### src/rtl/regfile_pkg.sv
// Purpose : shared register-file constants, read-sequencer state encoding and helpers.
// Latency : n/a (declarations only).
// Backpr. : n/a.
package regfile_pkg;

  localparam int DATA_WIDTH_DEF = 32;
  localparam int ADDR_WIDTH_DEF = 5;
  localparam int NUM_REGS_DEF   = 32;

  // Register index that reads as constant zero when the zero-register option is on.
  localparam int ZERO_REG_ADDR  = 0;

  typedef enum logic [2:0] {
    ST_IDLE    = 3'd0,
    ST_DRIVE_A = 3'd1,
    ST_GAP     = 3'd2,
    ST_DRIVE_B = 3'd3,
    ST_RESP    = 3'd4
  } rd_state_e;

  // Width of a down-counter that must hold the value 'settle'.
  function automatic int cnt_width(input int settle);
    return (settle < 1) ? 1 : $clog2(settle + 1);
  endfunction

endpackage

### src/rtl/regfile_bus_reader_if.sv
// Purpose : request / register-file bus / response bundle of the operand read sequencer.
// Latency : n/a (wiring only).
// Backpr. : req_valid/req_ready and rsp_valid/rsp_ready handshakes.
// Ports   : slave = sequencer side, master = decode stage + register file side.
interface regfile_bus_reader_if
  import regfile_pkg::*;
#(
  parameter int DATA_WIDTH = DATA_WIDTH_DEF,
  parameter int ADDR_WIDTH = ADDR_WIDTH_DEF,
  parameter int NUM_REGS   = NUM_REGS_DEF
);
  logic                  req_valid;
  logic                  req_ready;
  logic [ADDR_WIDTH-1:0] rs1_addr;
  logic [ADDR_WIDTH-1:0] rs2_addr;
  logic [NUM_REGS-1:0]   bus_enable;
  logic [DATA_WIDTH-1:0] bus_data;
  logic                  rsp_valid;
  logic                  rsp_ready;
  logic [DATA_WIDTH-1:0] rs1_data;
  logic [DATA_WIDTH-1:0] rs2_data;
  logic                  rsp_err;

  modport slave (
    input  req_valid, rs1_addr, rs2_addr, bus_data, rsp_ready,
    output req_ready, bus_enable, rsp_valid, rs1_data, rs2_data, rsp_err
  );

  modport master (
    output req_valid, rs1_addr, rs2_addr, bus_data, rsp_ready,
    input  req_ready, bus_enable, rsp_valid, rs1_data, rs2_data, rsp_err
  );
endinterface

### src/rtl/regfile_bus_reader_onehot_decoder.sv
// Purpose : register address -> one-hot driver enable; all-zero when disabled or out of range.
// Latency : combinational.
// Backpr. : none.
// Ports   : i_addr register index, i_en phase enable, o_onehot NUM_REGS driver enables.
module onehot_decoder #(
  parameter int ADDR_WIDTH = 5,
  parameter int NUM_REGS   = 32
) (
  input  logic [ADDR_WIDTH-1:0] i_addr,
  input  logic                  i_en,
  output logic [NUM_REGS-1:0]   o_onehot
);

  // Only indices below NUM_REGS have a bit, so an out-of-range address matches nothing.
  always_comb begin
    o_onehot = '0;
    for (int i = 0; i < NUM_REGS; i++) begin
      o_onehot[i] = i_en && (i_addr == ADDR_WIDTH'(i));
    end
  end

endmodule

### src/rtl/regfile_bus_reader.sv
// Purpose : fetches rs1 then rs2 over the shared register-file bus, one driver enabled at a time.
// Latency : rsp_valid 2*SETTLE_CYCLES+3 cycles after request accept, independent of addresses.
// Backpr. : one request in flight; req_ready low until response taken plus one idle cycle.
// Ports   : i_clk, i_reset_n (async active-low), io_bus (slave side of regfile_bus_reader_if).
module regfile_bus_reader
  import regfile_pkg::*;
#(
  parameter int DATA_WIDTH    = DATA_WIDTH_DEF,
  parameter int ADDR_WIDTH    = ADDR_WIDTH_DEF,
  parameter int NUM_REGS      = NUM_REGS_DEF,
  parameter int SETTLE_CYCLES = 1,
  parameter int ZERO_REG      = 1
) (
  input  logic                  i_clk,
  input  logic                  i_reset_n,
  regfile_bus_reader_if.slave   io_bus
);

  localparam int                CNT_W       = cnt_width(SETTLE_CYCLES);
  localparam logic [CNT_W-1:0]  CNT_LOAD    = CNT_W'(SETTLE_CYCLES);
  localparam logic [ADDR_WIDTH:0] NUM_REGS_LIM = (ADDR_WIDTH + 1)'(NUM_REGS);

  rd_state_e             r_state;
  logic [CNT_W-1:0]      r_cnt;
  logic [ADDR_WIDTH-1:0] r_addr_a;
  logic [ADDR_WIDTH-1:0] r_addr_b;
  logic                  r_req_ready;
  logic                  r_rsp_valid;
  logic                  r_rsp_err;
  logic [DATA_WIDTH-1:0] r_rs1_data;
  logic [DATA_WIDTH-1:0] r_rs2_data;

  logic                  w_drive_a;
  logic                  w_drive_b;
  logic [ADDR_WIDTH-1:0] w_addr;
  logic                  w_is_zero;
  logic                  w_oor;
  logic                  w_dec_en;
  logic                  w_phase_done;
  logic [DATA_WIDTH-1:0] w_sample;

  assign w_drive_a    = (r_state == ST_DRIVE_A);
  assign w_drive_b    = (r_state == ST_DRIVE_B);
  assign w_addr       = w_drive_b ? r_addr_b : r_addr_a;
  assign w_is_zero    = (ZERO_REG != 0) && (w_addr == ADDR_WIDTH'(ZERO_REG_ADDR));
  assign w_oor        = ({1'b0, w_addr} >= NUM_REGS_LIM);
  assign w_dec_en     = (w_drive_a || w_drive_b) && !w_is_zero;
  assign w_phase_done = (r_cnt == '0);
  // Nothing drives the bus for the zero register or a missing register: force zero.
  assign w_sample     = (w_is_zero || w_oor) ? '0 : io_bus.bus_data;

  // Enables come straight from registered state and address, so the async reset clears
  // them without waiting for a clock edge.
  onehot_decoder #(
    .ADDR_WIDTH (ADDR_WIDTH),
    .NUM_REGS   (NUM_REGS)
  ) u_dec (
    .i_addr   (w_addr),
    .i_en     (w_dec_en),
    .o_onehot (io_bus.bus_enable)
  );

  always_ff @(posedge i_clk or negedge i_reset_n) begin
    if (!i_reset_n) begin
      r_state     <= ST_IDLE;
      r_cnt       <= '0;
      r_addr_a    <= '0;
      r_addr_b    <= '0;
      r_req_ready <= 1'b0;
      r_rsp_valid <= 1'b0;
      r_rsp_err   <= 1'b0;
      r_rs1_data  <= '0;
      r_rs2_data  <= '0;
    end else begin
      case (r_state)
        ST_IDLE: begin
          // req_ready rises one cycle after entering IDLE, giving the dead cycle after
          // a response and the first ready cycle after reset.
          if (r_req_ready && io_bus.req_valid) begin
            r_addr_a    <= io_bus.rs1_addr;
            r_addr_b    <= io_bus.rs2_addr;
            r_rsp_err   <= 1'b0;
            r_cnt       <= CNT_LOAD;
            r_req_ready <= 1'b0;
            r_state     <= ST_DRIVE_A;
          end else begin
            r_req_ready <= 1'b1;
          end
        end
        ST_DRIVE_A: begin
          // Capture on the last edge of the phase while the driver is still enabled.
          if (w_phase_done) begin
            r_rs1_data <= w_sample;
            r_rsp_err  <= r_rsp_err | w_oor;
            r_state    <= ST_GAP;
          end else begin
            r_cnt <= r_cnt - CNT_W'(1);
          end
        end
        ST_GAP: begin
          r_cnt   <= CNT_LOAD;
          r_state <= ST_DRIVE_B;
        end
        ST_DRIVE_B: begin
          if (w_phase_done) begin
            r_rs2_data  <= w_sample;
            r_rsp_err   <= r_rsp_err | w_oor;
            r_rsp_valid <= 1'b1;
            r_state     <= ST_RESP;
          end else begin
            r_cnt <= r_cnt - CNT_W'(1);
          end
        end
        ST_RESP: begin
          if (io_bus.rsp_ready) begin
            r_rsp_valid <= 1'b0;
            r_state     <= ST_IDLE;
          end
        end
        default: begin
          r_rsp_valid <= 1'b0;
          r_req_ready <= 1'b0;
          r_state     <= ST_IDLE;
        end
      endcase
    end
  end

  assign io_bus.req_ready = r_req_ready;
  assign io_bus.rsp_valid = r_rsp_valid;
  assign io_bus.rsp_err   = r_rsp_err;
  assign io_bus.rs1_data  = r_rs1_data;
  assign io_bus.rs2_data  = r_rs2_data;

endmodule
### src/flat_wrapper.sv
// flat-port wrapper written by rule: the top's interface ports become plain ports
module regfile_bus_reader_flat import regfile_pkg::*;
#(
  parameter int DATA_WIDTH    = DATA_WIDTH_DEF,
  parameter int ADDR_WIDTH    = ADDR_WIDTH_DEF,
  parameter int NUM_REGS      = NUM_REGS_DEF,
  parameter int SETTLE_CYCLES = 1,
  parameter int ZERO_REG      = 1
)
  (i_clk, i_reset_n, io_bus_req_valid, io_bus_rs1_addr, io_bus_rs2_addr, io_bus_bus_data, io_bus_rsp_ready, io_bus_req_ready, io_bus_bus_enable, io_bus_rsp_valid, io_bus_rs1_data, io_bus_rs2_data, io_bus_rsp_err);
  regfile_bus_reader_if #(.DATA_WIDTH(DATA_WIDTH), .ADDR_WIDTH(ADDR_WIDTH), .NUM_REGS(NUM_REGS)) io_bus_i ();
  input  logic i_clk;
  input  logic i_reset_n;
  input wire logic [$bits(io_bus_i.req_valid)-1:0] io_bus_req_valid;
  input wire logic [$bits(io_bus_i.rs1_addr)-1:0] io_bus_rs1_addr;
  input wire logic [$bits(io_bus_i.rs2_addr)-1:0] io_bus_rs2_addr;
  input wire logic [$bits(io_bus_i.bus_data)-1:0] io_bus_bus_data;
  input wire logic [$bits(io_bus_i.rsp_ready)-1:0] io_bus_rsp_ready;
  output wire logic [$bits(io_bus_i.req_ready)-1:0] io_bus_req_ready;
  output wire logic [$bits(io_bus_i.bus_enable)-1:0] io_bus_bus_enable;
  output wire logic [$bits(io_bus_i.rsp_valid)-1:0] io_bus_rsp_valid;
  output wire logic [$bits(io_bus_i.rs1_data)-1:0] io_bus_rs1_data;
  output wire logic [$bits(io_bus_i.rs2_data)-1:0] io_bus_rs2_data;
  output wire logic [$bits(io_bus_i.rsp_err)-1:0] io_bus_rsp_err;
  assign io_bus_i.req_valid = io_bus_req_valid;
  assign io_bus_i.rs1_addr = io_bus_rs1_addr;
  assign io_bus_i.rs2_addr = io_bus_rs2_addr;
  assign io_bus_i.bus_data = io_bus_bus_data;
  assign io_bus_i.rsp_ready = io_bus_rsp_ready;
  assign io_bus_req_ready = io_bus_i.req_ready;
  assign io_bus_bus_enable = io_bus_i.bus_enable;
  assign io_bus_rsp_valid = io_bus_i.rsp_valid;
  assign io_bus_rs1_data = io_bus_i.rs1_data;
  assign io_bus_rs2_data = io_bus_i.rs2_data;
  assign io_bus_rsp_err = io_bus_i.rsp_err;
  regfile_bus_reader #(.DATA_WIDTH(DATA_WIDTH), .ADDR_WIDTH(ADDR_WIDTH), .NUM_REGS(NUM_REGS), .SETTLE_CYCLES(SETTLE_CYCLES), .ZERO_REG(ZERO_REG)) u_core (.i_clk(i_clk), .i_reset_n(i_reset_n), .io_bus(io_bus_i));
endmodule
### config.mk
export PLATFORM = sky130hd
export DESIGN_NAME = regfile_bus_reader_flat
export DESIGN_NICKNAME = d
export VERILOG_FILES = /design/src/rtl/regfile_pkg.sv /design/src/rtl/regfile_bus_reader_if.sv /design/src/rtl/regfile_bus_reader_onehot_decoder.sv /design/src/rtl/regfile_bus_reader.sv /design/src/flat_wrapper.sv
export SDC_FILE = /design/constraint.sdc
export NUM_CORES = 1
export LEC_CHECK = 0
export BUFFER_PORTS_ARGS = -buffer_cell sky130_fd_sc_hd__buf_2
export CAP_MARGIN = 20
export CORE_MARGIN = 5
export CORE_UTILIZATION = 45
export DETAILED_ROUTE_END_ITERATION = 12
export PLACE_DENSITY = 0.84
export SYNTH_ARGS = -nofsm -noshare
export SYNTH_HDL_FRONTEND = slang
export SYNTH_SLANG_ARGS = --single-unit
### constraint.sdc
create_clock -name i_clk -period 2.7 [get_ports i_clk]
set_clock_uncertainty 0.2 [all_clocks]
set_input_delay 0.81 -clock i_clk [delete_from_list [all_inputs] [get_ports i_clk]]
set_output_delay 0.81 -clock i_clk [all_outputs]
set_load 0.02 [all_outputs]
# --- Word-level counts from Yosys, hierarchy flattened ---
# Cells that the tools add are included.
totals:
  register_bits: 80
op_classes:
  n_addsub: 1
  n_eq_ne: 39
  muxes: 15
  n_bitwise: 2
  n_reduce_logical: 48
ops:
  columns: ["operator", "n"]
  rows:
  - ["$eq A5 B5 Y1 const B", 16]
  - ["$eq A5 B4 Y1 const B", 8]
  - ["$logic_and A1 B1 Y1", 34]
  - ["$mux W32", 1]
  - ["$eq A5 B3 Y1 const B", 4]
  - ["$pmux W3 S5", 1]
  - ["$mux W3", 4]
  - ["$eq A5 B2 Y1 const B", 2]
  - ["$reduce_and A2 Y1", 4]
  - ["$eq A3 B2 Y1 const B", 2]
  - ["$ne A2 B2 Y1 const B", 3]
  - ["$pmux W1 S3", 2]
  - ["$eq A5 B1 Y1 const B", 1]
  - ["$logic_not A5 Y1", 1]
  - ["$mux W1", 5]
  - ["$mux W5", 1]
  - ["$reduce_and A4 Y1", 1]
  - ["$reduce_or A4 Y1", 1]
  - ["$eq A3 B1 Y1 const B", 1]
  - ["$eq A3 B3 Y1 const B", 1]
  - ["$logic_not A3 Y1", 1]
  - ["$reduce_and A3 Y1", 1]
  - ["$reduce_bool A3 Y1", 1]
  - ["$reduce_or A3 Y1", 1]
  - ["7 further kinds", 8]

# --- Depth between registers and ports, before layout ---
# Gate-level depths: netlist of run 1.
depth:
  depth_word: 6
  depth_mapped: 6
  mapped_depth_nobuf: 3

# --- Modules after synthesis ---
# Synthesis of run 1 repeated with hierarchy kept, for this count alone.
hier_totals:
  cells_unflattened: 358
  hier_area_um2: 3575.9
by_module_without_submodules:
  columns: ["module", "n_inst", "cells_each", "area_per_inst_um2", "seq_area_each_um2"]
  rows:
  - ["regfile_bus_reader", 1, 311, 3345.7, 2001.9]
  - ["onehot_decoder", 1, 47, 230.2, 0.0]

# --- Worst setup path after synthesis of run 1 ---
# OpenSTA, ideal clock, no wires.
synth_path:
  kind: "reg2out"
  from: "reg u_core.r_state[2]"
  to: "out io_bus_bus_enable[21]"
  t_arrival_ns: 1.474
  required_time_ns: 1.690
  slack_ns: 0.216
  path_stages_with_launch: 6
  path_buffers: 2
  cell_sequence: "dfrtp_1 -> buf_2 -> nand3b_2 -> buf_6 -> mux2i_1 -> nor2_1"
synth_between:
  elab_chain_len: 6
  elab_cells_between_ends: 9
  cone_classes: "eq/ne: 3; mux: 1; reduce/logical: 5"
synth_rtl:
  columns: ["element", "line_no", "rtl"]
  rows:
  - ["start, declared", "regfile_bus_reader.sv:23", "rd_state_e r_state;"]
  - ["start signal, assigned", "regfile_bus_reader.sv:65", "r_state <= ST_IDLE;"]
  - ["start signal, assigned", "regfile_bus_reader.sv:85", "r_state <= ST_DRIVE_A;"]
  - ["start signal, assigned", "regfile_bus_reader.sv:95", "r_state <= ST_GAP;"]
  - ["$eq A3 B2 Y1", "regfile_bus_reader.sv:43", "assign w_drive_b = (r_state == ST_DRIVE_B);"]
  - ["$mux W5", "regfile_bus_reader.sv:44", "assign w_addr = w_drive_b ? r_addr_b : r_addr_a;"]
  - ["$logic_not A5 Y1", "regfile_bus_reader.sv:45", "assign w_is_zero = (ZERO_REG != 0) && (w_addr == ADDR_WIDTH'(ZERO_REG_ADDR));"]
  - ["$logic_not A1 Y1", "regfile_bus_reader.sv:47", "assign w_dec_en = (w_drive_a || w_drive_b) && !w_is_zero;"]
  - ["$logic_and A1 B1 Y1", "regfile_bus_reader.sv:47", null]
  - ["$logic_and A1 B1 Y1 (*)", "regfile_bus_reader_onehot_decoder.sv:18", "o_onehot[i] = i_en && (i_addr == ADDR_WIDTH'(i));"]
  - ["end, declared", "flat_wrapper.sv:20", "output wire logic [$bits(io_bus_i.bus_enable)-1:0] io_bus_bus_enable;"]
# Mark *: on every way between the ends. The rest lies on a longest branch, timed or not.

# --- Final worst setup path of run 1 ---
layout_path:
  from: "reg u_core.r_addr_a[0]"
  to: "out io_bus_bus_enable[12]"
layout_between:
  elab_chain_len: 5
  elab_cells_between_ends: 6
  cone_classes: "eq/ne: 1; mux: 1; reduce/logical: 4"
layout_rtl:
  columns: ["element", "line_no", "rtl"]
  rows:
  - ["start, declared", "regfile_bus_reader.sv:25", "logic [ADDR_WIDTH-1:0] r_addr_a;"]
  - ["start signal, assigned", "regfile_bus_reader.sv:80", "r_addr_a <= io_bus.rs1_addr;"]
  - ["$mux W5 (*)", "regfile_bus_reader.sv:44", null]
  - ["$logic_not A5 Y1", "regfile_bus_reader.sv:45", null]
  - ["$logic_not A1 Y1", "regfile_bus_reader.sv:47", null]
  - ["$logic_and A1 B1 Y1", "regfile_bus_reader.sv:47", null]
  - ["$logic_and A1 B1 Y1 (*)", "regfile_bus_reader_onehot_decoder.sv:18", null]
# Marked as above.

==> run metrics, run 1 <==
Distinct cells, synth 39; count of flip-flops with a built-in enable after synthesis 0; Synth Cell Area 4019 sq um; DRT antenna net count 0; failing checks setup timing; # rows 34; Synth top cells by count 99 x nand2_1, 80 x dfrtp_1, 33 x nor2_1; drt drc 0; crit path kind flop to output port; largest cells by area after synthesis dfrtp_1 50%, nand2_1 9.2%, o2bb2ai_1 7.0%; Least-Margin Pin Slew 0.5014 ns; Layout area overhead 39.88%; post-synthesis sequential area ratio 49.81%; Gate Count Post-Synth 411; Worst Setup Start Kind flop; clock latency on the worst-skew pair 0.33 ns; Antenna Cells 0; HPWL Detailed 7664 microns; RR Endpoint u_core.io_bus.rs1_data[4]$_DFFE_PN0P_; Final Worst Setup Slack -0.1110 ns; # fillers 669; clock buffer count from CTS 9; vias per std cell 5.729; Starting Density 46.08%; Fmax 355.8 MHz; syn_area_per_cell 9.778 sq um; count of input and output buffers 142; storage element area 2014 sq um; final net count 608; vias in the first global route 3500; die height 104.5 microns; crit path time final 2.811 ns; Pre-Repair DR Iteration Count 5; Synth top area share 49.81%; final setup vio count 26; most common cell in the netlist nand2_1; leakage power 2.591 nW; WP data arrival 1.80 ns; Crit. End Element output port; Die W 104.5 microns; DRT Wirelength 12850 microns; Final Total Pwr 7.571 mW; pin count of the biggest net entering global routing 46; Max-slew headroom 66.57%; number of synthesized register bits 80; Hold WC Path Type primary input to async pin; DR vias 3867; Reg2Reg Depth 5; RSZ-0062 raised after global routing yes; Avg WL per Cell 19.04 microns; Post-synth ARST share 100.0%; Primary FF master, synth dfrtp_1; area of the multi-input gates 2101 sq um; worst path required time 1.69 ns; GPL Wtd Cong 0.8752; crit path max fanout 8; first-pass GRT wire length 17590 microns; clk sinks 80; clock-pin slew on the worst setup and hold paths 0.09 ns; yosys warns 0; Slew Limit Fails 0; IO Pins 145; Yosys top cell by area dfrtp_1; Max VDD drop 851.2 uV; initial DRC count 309; R2R Setup Slk 0.70 ns; pre-CTS WS 0.1544 ns; Die Footprint 10920 sq um; final hold violation count 0; clk root buf clkbuf_8; status complete, but fails checks; Core Area 8721 sq um; layout cell share with drive strength beyond 1 46.56%; H-tree depth 3; Final period util 104.1%; cell area power density 1347 nW/um^2; antenna violations before repair 0; GR Util All Layers 19.46%; max-cap violation count 0; grt total ovfl 0; reg-to-reg startpoint u_core.r_state[1]$_DFFE_PN0P_; CTS tree built; Clock Path Buffers 2
==> cell type report <==
cell class	instances	share of cell area (%)
clock inverter	7	1.491
tap	108	2.404
sequential	80	35.83
clock buffer	9	2.203
timing repair buffer	178	20.63
multi-input combinational	292	37.37
inverter	1	0.06677
==> cells by family (layout without fill, tap and decap cells) <==
logic type / count (synthesis) / after routing / share of synthesized area [%]
multiplexers: 23 / 23 / 6.196
buffers and inverters: 41 / 195 / 6.849
flip-flops: 80 / 80 / 49.81
other: 1 / 2 / 0.09331
XOR/XNOR: 1 / 1 / 0.2180
AND/OR/NAND/NOR: 188 / 189 / 23.88
AO/OA/AOI/OAI: 77 / 77 / 12.95
==> worst max-delay path by stage <==
stage | start | to | slack, ns | cells after the start
floorplan | u_core.r_state[2]$_DFFE_PN0P_ | io_bus_bus_enable[21] | 0.22 | 5
global placement | u_core.r_state[0]$_DFFE_PN0P_ | io_bus_bus_enable[16] | 0.17 | 4
detailed placement | u_core.r_state[0]$_DFFE_PN0P_ | io_bus_bus_enable[20] | 0.15 | 4
CTS | u_core.r_state[1]$_DFFE_PN0P_ | io_bus_bus_enable[24] | 0.002 | 4
global route | u_core.r_addr_a[0]$_DFFE_PN0P_ | io_bus_bus_enable[12] | -0.19 | 5
finish | u_core.r_addr_a[0]$_DFFE_PN0P_ | io_bus_bus_enable[12] | -0.11 | 5
==> cell usage in the layout (no fill, tap or decap), types with 5 or more instances in the layout <==
| cell | n |
|---|---|
| nand2_1 | 99 |
| dfrtp_1 | 70 |
| buf_12 | 5 |
| dfrtp_2 | 10 |
| nand3_1 | 9 |
| o21ai_1 | 30 |
| buf_6 | 13 |
| buf_4 | 41 |
| nor4bb_2 | 6 |
| buf_2 | 118 |
| nor2b_1 | 6 |
| mux2_2 | 12 |
| nor2_2 | 10 |
| nand4b_1 | 8 |
| nor4b_4 | 6 |
| nor2_1 | 22 |
| clkbuf_8 | 9 |
| o2bb2ai_1 | 32 |
==> per-layer routing <==
metal / GRT usage, % / wire, microns / vias up
li1: - / - / 1722
met1: 24.96 / 5040 / 1870
met2: 33.21 / 6309 / 225
met3: 4.469 / 1027 / 50
met4: 4.995 / 473 / 0
met5: 0 / 0 / -
==> critical path, stage by stage, from the launching register on <==
cell and delay (ns):
dfrtp_2 0.44, buf_12 0.15, nor4_4 0.33, nand3_1 0.12
a21oi_1 0.23, buf_4 0.18
==> metrics by stage <==
step / TNS (ns) / utilization [%] / hold WS [ns] / cell area (sq um) / cells
6_report: -1.218 / 64.46 / 0.2262 / 5622 / 675
5_1_grt: -2.237 / 64.46 / 0.2516 / 5622 / 675
4_1_cts: 0 / 57.53 / 0.2262 / 5017 / 653
3_5_place_dp: 0 / 54.09 / 0.2699 / 4717 / 636
3_3_place_gp: 0 / 54.09 / 0.2611 / 4717 / 636
2_1_floorplan: 0 / - / 0.3144 / 4023 / 412
==> flip-flops by register name, indices dropped and copies added, names as in the netlist <==
| name | cells |
|---|---|
| u_core.r_addr_a | 5 |
| u_core.r_state | 3 |
| u_core.io_bus.rsp_valid | 1 |
| u_core.r_cnt | 1 |
| u_core.io_bus.rs2_data | 32 |
| u_core.io_bus.rs1_data | 32 |
| u_core.io_bus.req_ready | 1 |
| u_core.r_addr_b | 5 |
==> report_power, final <==
| group | leakage, nW | switching [mW] | internal [mW] |
|---|---|---|---|
| logic | 1.51 | 2.60 | 1.82 |
| registers | 0.980 | 0.438 | 1.79 |
| clock network | 0.103 | 0.475 | 0.445 |
| total | 2.59 | 3.51 | 4.06 |
==> repair_timing <==
item	in CTS	in global routing
setup buffers	1	21
gates resized for setup	26	98
cloned	0	1
pin swaps	1	6
endpoints found under the setup margin	31	31
hold buffers	0	0
Power figures use the tool's default switching activity.
==> inputs of run 2 (changes only) <==
--- a/config.mk
+++ b/config.mk
@@ -10,7 +10,9 @@
 export CORE_MARGIN = 5
 export CORE_UTILIZATION = 45
 export DETAILED_ROUTE_END_ITERATION = 12
-export PLACE_DENSITY = 0.84
+export PLACE_DENSITY = 0.85
+export SKIP_CTS_REPAIR_TIMING = 1
 export SYNTH_ARGS = -nofsm -noshare
 export SYNTH_HDL_FRONTEND = slang
+export SYNTH_HIERARCHICAL = 1
 export SYNTH_SLANG_ARGS = --single-unit
==> run metrics, run 2 <==
slowest stage cell, crit path dfrtp_1; crit path kind flop to output port; Pre-Repair DR Iteration Count 4; multiplexer share of the synthesized area 4.724%; post-synthesis sequential area ratio 55.98%; Top delay family on crit path simple AND/OR/NAND/NOR gates; Gate Count Post-Synth 358; most frequent CP cell buf_6; GPL Wtd Cong 0.7891; count of flip-flops with a built-in enable after synthesis 0; Final period util 122.3%; Reg power frac 30.5%; Clock Path Buffers 2; Post-synth ARST share 100.0%; Comb power frac 55.2%; initial DRC count 112; worst path required time 1.69 ns; met2 GRT Util 33.68%; DRT Wirelength 10720 microns; delay of the slowest critical-path stage 0.43 ns; Compound-Gate Fraction of Synth Area 13.37%; Hold WC Path Type primary input to async pin; clock latency on the worst-skew pair 0.35 ns; Syn Nets 404; CP Cell Sequence inv_2 -> or3_4 -> o22ai_4 -> buf_6 -> buf_6 -> nand4b_1 -> nor2_1 -> buf_4; reg-to-reg startpoint u_core/r_state[2]$_DFFE_PN0P_; Net Switching 3.125 mW; Max-slew headroom 50.11%; clk sinks 80; vias in the first global route 3241; vias per std cell 5.289; DRT antenna net count 0; Worst Setup Start Kind flop; final setup vio count 32; clock-pin slew on the worst setup and hold paths 0.09 ns; HPWL Detailed 7020 microns; Die Footprint 9830 sq um; max-cap violation count 0; Avg WL per Cell 17.23 microns; met3 global-route usage 6.171%; count of input and output buffers 143; clk root buf clkbuf_8; first-pass GRT wire length 15980 microns; H-tree depth 3; GR Util All Layers 20.27%; drt drc 0; largest cells by area after synthesis dfrtp_1 56%, nand2_1 10%, o2bb2ai_1 7.8%; P_int 3.937 mW; Synth Area in XOR/XNOR 0.2449%; Worst setup startpoint u_core/r_state[0]$_DFFE_PN0P_; Synth top area share 55.98%; Yosys top cell by area dfrtp_1; final setup TNS -15.76 ns; crit path time final 3.303 ns; Fmax 302.7 MHz; Starting Density 46.28%; Max VDD drop 736.7 uV; GR peak layer met2; hold_ws 0.1385 ns; WP data arrival 2.29 ns; grt total ovfl 0; Final Worst Setup Slack -0.6034 ns; non-filler instance count after layout 622; Die W 99.15 microns; Distinct cells, synth 37; most common cell in the netlist nand2_1; IO Pins 145; pin count of the biggest net entering global routing 35; CTS tree built; Synth top cells by count 100 x nand2_1, 80 x dfrtp_1, 35 x nor2_1; clock buffer count from CTS 9; R2R Setup Slk 0.63 ns; met1 usage 25.53%; final net count 561; Antenna Cells 0; DR vias 3290; Buf/Inv on CP 4; Core Area 7727 sq um; syn_area_per_cell 9.989 sq um; Synth Cell Area 3576 sq um; most common cell after layout, fill and taps aside buf_2; yosys warns 6; # rows 32; failing checks setup timing; Layout area overhead 40.97%; RSZ-0062 raised after global routing yes; crit path max fanout 4; pre-CTS WS -0.2601 ns; largest family of logic cells by synthesized area simple AND/OR/NAND/NOR gates; Slew Limit Fails 0; Switching Fraction 44.25%; die height 99.15 microns; Simple-Gate Fraction of Synth Area 20.36%; status complete, but fails checks; Clk pwr share 14.3%; Post-Synth Adder-Cell Area 0.2799%; Crit. End Element output port; final hold violation count 0; Primary FF master, synth dfrtp_1; most frequent cells in the layout 121 x buf_2, 99 x nand2_1, 79 x dfrtp_1; leakage power 2.415 nW; antenna violations before repair 0; number of synthesized register bits 80; placed instance count 598; layout cell share with drive strength beyond 1 45.77%; Least-Margin Pin Slew 0.7484 ns; cell area power density 1401 nW/um^2
## run 2: cell types whose count changed in the layout (fill, tap and decap cells not counted), moves of 5 or more
cell	previous run	this run
nor4b_4	6	1
nand3_1	9	0
dfrtp_2	10	1
nor4bb_2	6	0
nor2b_1	6	1
buf_4	41	32
buf_6	13	19
dfrtp_1	70	79
nor2_4	1	10
## run 2: stage by stage
stage | power (mW) | util [%] | area [sq um]
final | 7.063 | 65.24 | 5041
after global routing | 7.496 | 65.24 | 5041
after CTS | 6.588 | 61.67 | 4766
after detailed placement | 5.573 | 58.71 | 4537
after global placement | 5.433 | 58.71 | 4537
after floorplan | 4.450 | - | 3670
## run 2: power by group through the flow
stage	Sequential, mW	Clock [mW]	Combinational (mW)
3_5_place_dp	2.15	0	3.43
4_1_cts	2.13	1.02	3.44
3_3_place_gp	2.12	0	3.31
6_report	2.15	1.01	3.90
5_1_grt	2.24	1.08	4.18
2_1_floorplan	2.66	0	1.79
## run 2: logic make-up (layout without fill, tap and decap cells)
family,Yosys count,after routing
AOI/OAI and AO/OA,70,70
xor gates and xnor gates,1,1
adders and majority gates,1,1
buffers and inverters,30,192
DFF,80,80
muxes,15,15
other,1,1
and+or+nand+nor,160,160
## run 2: layout make-up
cell class	instances	area, sq um
fill	596	2686
sequential	80	2003
multi-input combinational	248	1572
timing repair buffer	174	1100
clock buffer	10	137.6
tap	102	127.6
clock inverter	6	91.34
inverter	2	10.01
## run 2: final timing paths
| check | end | depth (start not counted) |
|---|---|---|
| worst max-delay path | io_bus_bus_enable[25] | 8 |
| max in group asynchronous | u_core/io_bus.rs2_data[13]$_DFFE_PN0P_ | 2 |
| worst max register to register | u_core/io_bus.rs2_data[31]$_DFFE_PN0P_ | 4 |
| min in group i_clk | u_core/io_bus.rs1_data[21]$_DFFE_PN0P_ | 2 |
| worst min register to register | u_core/io_bus.rs1_data[21]$_DFFE_PN0P_ | 2 |
| worst min-delay path | u_core/io_bus.rs2_data[7]$_DFFE_PN0P_ | 1 |
## run 2: worst register-to-register path, delay by kind of cell, from the launching register on
| family | cells | cell delay [ns] |
|---|---|---|
| buf+inv | 1 | 0.17 |
| flops | 1 | 0.44 |
| compound gates | 1 | 0.22 |
| simple gates | 2 | 0.95 |
## run 2: metal layers
metal,wire [microns],up-vias
li1,-,1530
met1,4332,1602
met2,5360,131
met3,732,27
met4,289,0
met5,0,-
